[config.mk]
export PLATFORM = sky130hd
export DESIGN_NAME = keypad_scan_entry
export DESIGN_NICKNAME = d
export VERILOG_FILES = /design/src/rtl/keypad_pkg.sv /design/src/rtl/bcd4_to_bin.sv /design/src/rtl/keypad_scan_entry.sv
export SDC_FILE = /design/constraint.sdc
export NUM_CORES = 1
export LEC_CHECK = 0
export ABC_AREA = 1
export BUFFER_PORTS_ARGS = -buffer_cell sky130_fd_sc_hd__buf_2
export CAP_MARGIN = 20
export CORE_MARGIN = 3
export CORE_UTILIZATION = 40
export DETAILED_ROUTE_END_ITERATION = 8
export PLACE_DENSITY = 0.59
export SYNTH_ARGS = -nofsm -noshare
export SYNTH_HDL_FRONTEND = slang
export SYNTH_SLANG_ARGS = --single-unit
[constraint.sdc]
create_clock -name clk -period 13.4 [get_ports clk]
set_clock_uncertainty 0.05 [all_clocks]
set_input_delay 2.01 -clock clk [delete_from_list [all_inputs] [get_ports clk]]
set_output_delay 2.01 -clock clk [all_outputs]
set_load 0.005 [all_outputs]
[src/rtl/keypad_pkg.sv]
// keypad_pkg: key codes, scanner state encoding and the 4x4 key map shared by the keypad entry block.
package keypad_pkg;
  localparam logic [3:0] KEY_A     = 4'd10;
  localparam logic [3:0] KEY_B     = 4'd11;
  localparam logic [3:0] KEY_C     = 4'd12;
  localparam logic [3:0] KEY_D     = 4'd13;
  localparam logic [3:0] KEY_STAR  = 4'd14;
  localparam logic [3:0] KEY_HASH  = 4'd15;
  localparam logic [3:0] KEY_CLEAR = KEY_C;
  localparam logic [3:0] KEY_BKSP  = KEY_STAR;
  localparam logic [3:0] KEY_ENTER = KEY_HASH;

  typedef enum logic [1:0] {SCAN, DEBOUNCE, HELD} state_e;

  // Rows 0-2 of columns 0-2 hold the digits 1-9 in reading order.
  function automatic logic [3:0] key_map(input logic [1:0] r, input logic [1:0] c);
    logic [3:0] base;
    base = 4'({r, 1'b0}) + 4'(r) + 4'(c) + 4'd1;
    return c == 2'd3 ? (r == 2'd0 ? KEY_A : r == 2'd1 ? KEY_B : r == 2'd2 ? KEY_C : KEY_D)
         : r != 2'd3 ? base
         : c == 2'd0 ? KEY_STAR : c == 2'd1 ? 4'd0 : KEY_HASH;
  endfunction
endpackage

[src/rtl/bcd4_to_bin.sv]
// bcd4_to_bin: four packed BCD digits to their binary value (0-9999).
module bcd4_to_bin (
  input  logic [15:0] bcd_i,
  output logic [13:0] bin_o
);
  assign bin_o = 14'(bcd_i[15:12]) * 14'd1000 + 14'(bcd_i[11:8]) * 14'd100
               + 14'(bcd_i[7:4]) * 14'd10 + 14'(bcd_i[3:0]);
endmodule

[src/rtl/keypad_scan_entry.sv]
// keypad_scan_entry: 4x4 keypad column scanner with debounce, plus four-digit decimal entry with enter/clear/backspace.
module keypad_scan_entry
  import keypad_pkg::*;
#(
  parameter int SCAN_DIV       = 100000,
  parameter int DEBOUNCE_TICKS = 20
) (
  input  logic        clk,
  input  logic        reset,
  input  logic [3:0]  rows,
  output logic [3:0]  cols,
  output logic        key_valid,
  output logic [3:0]  key_code,
  output logic [15:0] digits,
  output logic [13:0] value,
  output logic [13:0] entered_value,
  output logic        enter_pulse
);
  localparam int DW = $clog2(SCAN_DIV + 1);
  localparam int CW = $clog2(DEBOUNCE_TICKS + 1);

  logic [DW-1:0] div_q, div_d;
  logic          tick;
  logic [3:0]    rows_m_q, rows_s_q;
  state_e        state_q;
  logic [1:0]    col_q, row_q, low_row;
  logic [CW-1:0] cnt_q;
  logic          key_valid_q;
  logic [3:0]    key_code_q;
  logic [15:0]   digits_q, digits_d;
  logic [2:0]    count_q, count_d;
  logic [13:0]   entered_q, entered_d;
  logic          enter_q, enter_d;

  assign tick    = div_q == DW'(SCAN_DIV - 1);
  assign div_d   = tick ? '0 : div_q + 1'b1;
  assign low_row = !rows_s_q[0] ? 2'd0 : !rows_s_q[1] ? 2'd1 : !rows_s_q[2] ? 2'd2 : 2'd3;

  always_ff @(posedge clk) begin
    if (reset) begin
      div_q    <= '0;
      rows_m_q <= 4'hF;
      rows_s_q <= 4'hF;
    end else begin
      div_q    <= div_d;
      rows_m_q <= rows;
      rows_s_q <= rows_m_q;
    end
  end

  // The capture tick counts as the first stable sample, so acceptance needs DEBOUNCE_TICKS lows in a row.
  always_ff @(posedge clk) begin
    if (reset) begin
      state_q     <= SCAN;
      col_q       <= 2'd0;
      row_q       <= 2'd0;
      cnt_q       <= '0;
      key_valid_q <= 1'b0;
      key_code_q  <= 4'd0;
    end else begin
      key_valid_q <= 1'b0;
      if (tick) begin
        case (state_q)
          SCAN:
            if (rows_s_q == 4'hF) col_q <= col_q + 2'd1;
            else begin
              row_q   <= low_row;
              cnt_q   <= '0;
              state_q <= DEBOUNCE;
            end
          DEBOUNCE:
            if (rows_s_q[row_q]) state_q <= SCAN;
            else if (int'(cnt_q) + 1 >= DEBOUNCE_TICKS - 1) begin
              key_valid_q <= 1'b1;
              key_code_q  <= key_map(row_q, col_q);
              cnt_q       <= '0;
              state_q     <= HELD;
            end else cnt_q <= cnt_q + 1'b1;
          HELD:
            if (rows_s_q != 4'hF) cnt_q <= '0;
            else if (int'(cnt_q) + 1 >= DEBOUNCE_TICKS) begin
              cnt_q   <= '0;
              state_q <= SCAN;
            end else cnt_q <= cnt_q + 1'b1;
          default: state_q <= SCAN;
        endcase
      end
    end
  end

  always_comb begin
    digits_d  = digits_q;
    count_d   = count_q;
    entered_d = entered_q;
    enter_d   = 1'b0;
    if (key_valid_q) begin
      if (key_code_q <= 4'd9) begin
        if (count_q < 3'd4) begin
          digits_d = {digits_q[11:0], key_code_q};
          count_d  = count_q + 3'd1;
        end
      end else if (key_code_q == KEY_BKSP) begin
        digits_d = {4'h0, digits_q[15:4]};
        count_d  = count_q == 3'd0 ? 3'd0 : count_q - 3'd1;
      end else if (key_code_q == KEY_CLEAR) begin
        digits_d = '0;
        count_d  = '0;
      end else if (key_code_q == KEY_ENTER) begin
        entered_d = value;
        enter_d   = 1'b1;
      end
    end
  end

  always_ff @(posedge clk) begin
    if (reset) begin
      digits_q  <= '0;
      count_q   <= '0;
      entered_q <= '0;
      enter_q   <= 1'b0;
    end else begin
      digits_q  <= digits_d;
      count_q   <= count_d;
      entered_q <= entered_d;
      enter_q   <= enter_d;
    end
  end

  bcd4_to_bin u_bcd (.bcd_i(digits_q), .bin_o(value));

  assign cols          = ~(4'b0001 << col_q);
  assign key_valid     = key_valid_q;
  assign key_code      = key_code_q;
  assign digits        = digits_q;
  assign entered_value = entered_q;
  assign enter_pulse   = enter_q;
endmodule

==> impl_results.md <==
* Die Span X at 122 µm
* CTS tree: done
* DRT Pass-1 Iters at 4
* Fmax at between 150 and 200 MHz
* Post-Synth XOR/XNOR Area at 3.91%
* Post-synthesis compound-gate area fraction at approximately an eighth
* Post-Synthesis Cells at 722
* CTS Buf Count at 9
* Clock share of power at a little over half
* Initial DRC Count at between 200 and 250
* Critical path cell sequence: fa_1 > inv_1 > fa_1 > inv_1 > ha_1 > a21oi_1 > nand2_1 > xor2_1 > inv_1 > ha_1 > ha_1 > ha_1 > nand2_1 > nor3_1 > o21ai_0 > nand3_1 > nand2_1 > nand2_1 > buf_2
* First-pass GRT wire length at about 21 mm
* Final core utilization at 47.8%
* Buffers & Inverters on Critical Path at 4
* Synth top area share at ~28%
* Yosys reg bits at 75
* Syn Area/Cell at 7.45 µm²
* Async SR Flop Fraction at 0%
* CTS H-tree depth at 3
* Initial Util at 41.8%
* Top cells by area, synth: dfxtp_1 (28%), ha_1 (15%), inv_1 (9.1%)
* EDFF count, synth at 0
* CP Capture Type: primary output
* GRT Overall Usage at between 10% and 20%
* WP data required at 11.34 ns
* Critical path class: register to primary output
* Post-DP Area at between 5000 and 6000 µm²
* Nets at between 800 and 900
* Worst-Margin Slew at 0.762 ns
* Routability cong. at 0.831
* Switch Pwr at approximately 110 µW
* Pin count of the biggest net entering global routing at 33
* Final worst path period share at around 49%
* CTS sink count at 75
* Endpoints failing hold at 0
* CTS Buffer Depth at 2
* Register area share after synthesis at 27.9%
* CTS root buf: clkbuf_16
* Residual DRC count at 0
* Hold WC Path Type: register to register
* Crit path largest cell delay at 0.62 ns
* Die Height at 122 µm
* Synth Area in Simple Gates at 23.2%
* CP delay by family, top: adder cells
* Vias/cell at 4.92
* Yosys cell types at 46
* Mux share of post-synthesis cell area at 0%
* Postcts setup bufs at 0
* Static Leak at 0.00323 µW
* Relative slew slack at between 40% and 50%
* Min Hold Slack at around 0.36 ns
* Startpoint types: register
* Switching share of power at 20.8%
* Finished Cell Area at 6150 µm²
* Worst skew pair latency at 0.34 ns
* Cell Count, Final, Fillers Out at 956
* CTS resizes at 0
* Fillers at 1,293
* Synth cell count leaders: inv_1 (130), nand2_1 (123), dfxtp_1 (75), nor2_1 (75), ha_1 (66)
* FP Rows at 41
* Crit-path slowest cell: fa_1
* Flop pwr share at 44.5%
* Layout cell share with drive strength beyond 1 at 13.3%
* Leading area contributor after synthesis: dfxtp_1
* Count leader, synth: inv_1
* Mapped Area at ~5400 µm²
* YS warnings at 0
* Wire per inst at 13.0 µm
* Combinational family with the most area after synthesis: simple AND/OR/NAND/NOR gates
* Count of antenna diodes in the layout at 0
* Post-DP HPWL at roughly 9.9 mm
* Final min period at 6.62 ns
* Reg area at about 1500 µm²
* P&R area growth vs syn at 14.3%
* Final ANT Viol Nets at 0
* RSZ-0062 raised after global routing: false
* Clk slew on worst S/H paths at 0.06 ns
* I/O pin cnt at 60
* Final slew viol count at 0
* Synth Area in Adders at 22.4%
* Core area at 12,900 µm²
* Placed cell count at 940
* Internal at 402 µW
* Post-Route WL at ~12 mm
* Most common flop cell mapped by yosys: dfxtp_1
* CTS Hold Buffers Added at 0
* Syn_nets at roughly 810
* Global route total overflow at 0
* Setup violators final at 0
* Number of global-route vias before repair at 4,632
* Area of the multi-input gates at 3300 µm²
* CP Max Fanout at 8
* Status: finished clean
* Comb pwr share at 1.9%
* VDD IR-drop max at 0.0640 mV
* Pwr Density at 82.5 nW/µm²
* Fin Setup TNS at 0 ns
* Vias at 4,701
* Antenna violations before repair at 0
* Critical path data arrival time at 4.56 ns
* Die area at 14,900 µm²
* Max Cap Viol at 0
* I/O Buffers at 59
## cell usage in the layout, fill, tap and decap left out, types with 3 or more instances in the layout
master     Yosys  final
dfxtp_1       75     75
nand3_1       43     43
nor3_1         6      6
or2_2          9      9
ha_1          66     66
nand2_2        3      3
a21oi_1       34     34
inv_1        130    130
buf_2          3     59
fa_1          19     19
o21ai_0       41     41
nor2_1        75     75
a31oi_1        8      8
o22ai_1        5      5
nand4_1       14     14
nand2_1      123    123
clkbuf_16      0      9
xor2_1        19     19
o21bai_1       4      4
a211oi_2       4      4
xnor2_1        5      5
## per-layer routing
layer / global-route usage [%] / share of wire [%] / vias to the layer above
met5: 0 / 0 / -
li1: - / - / 2418
met4: 5.88 / 1.9 / 0
met1: 22.0 / 45 / 2191
met3: 4.13 / 3.6 / 15
met2: 30.8 / 50 / 77
## power groups by stage
stage | combinational [µW] | sequential (µW) | clock (µW)
after CTS | 9.80 | 226 | 278
after floorplan | 7.06 | 231 | 0
after global routing | 11.1 | 226 | 286
after detailed placement | 9.76 | 231 | 0
final | 9.66 | 226 | 272
after global placement | 9.52 | 231 | 0
## logic make-up (layout without fill, tap and decap cells)
group                      Yosys count  count (layout)
AOI/OAI and AO/OA                  106             106
buffers and inverters              147             209
adders and majority gates           85              85
and+or+nand+nor                    285             285
xor gates and xnor gates            24              24
DFF                                 75              75
## flip-flops by register name, indices dropped and copies added (netlist names)
signal and flops:
digits 16, enter_pulse 1, rows_s_q 4, row_q 2, key_valid 1, state_q 2, key_code 4, count_q 3
col_q 2, cnt_q 5, entered_value 14, div_q 17, rows_m_q 4
## stage by stage
step                power (µW)  setup slack (ns)
detailed placement         241              7.11
finish                     508              6.78
global placement           240              7.30
CTS                        514              6.74
global route               523              6.28
floorplan                  238              7.56
## final timing paths
path / endpoint / cells past startpoint / slack (ns) / startpoint
worst min-delay path: rows_s_q[1]$_SDFF_PP1_ / 1 / 0.36 / rows_m_q[1]$_SDFF_PP1_
worst min register to register: rows_s_q[1]$_SDFF_PP1_ / 1 / 0.36 / rows_m_q[1]$_SDFF_PP1_
worst max-delay path: value[12] / 19 / 6.78 / digits[14]$_SDFFE_PP0P_
worst max register to register: entered_value[12]$_SDFFE_PP0P_ / 19 / 8.94 / digits[14]$_SDFFE_PP0P_
## final cells by class
type	count	area share, %
Tap cell	172	3.50
Sequential cell	75	24.4
Timing Repair Buffer	59	4.80
Multi-Input combinational cell	500	53.6
Inverter	134	8.26
Clock buffer	11	4.11
Clock inverter	5	1.34
Note: power is estimated with default switching activity, not from simulation.
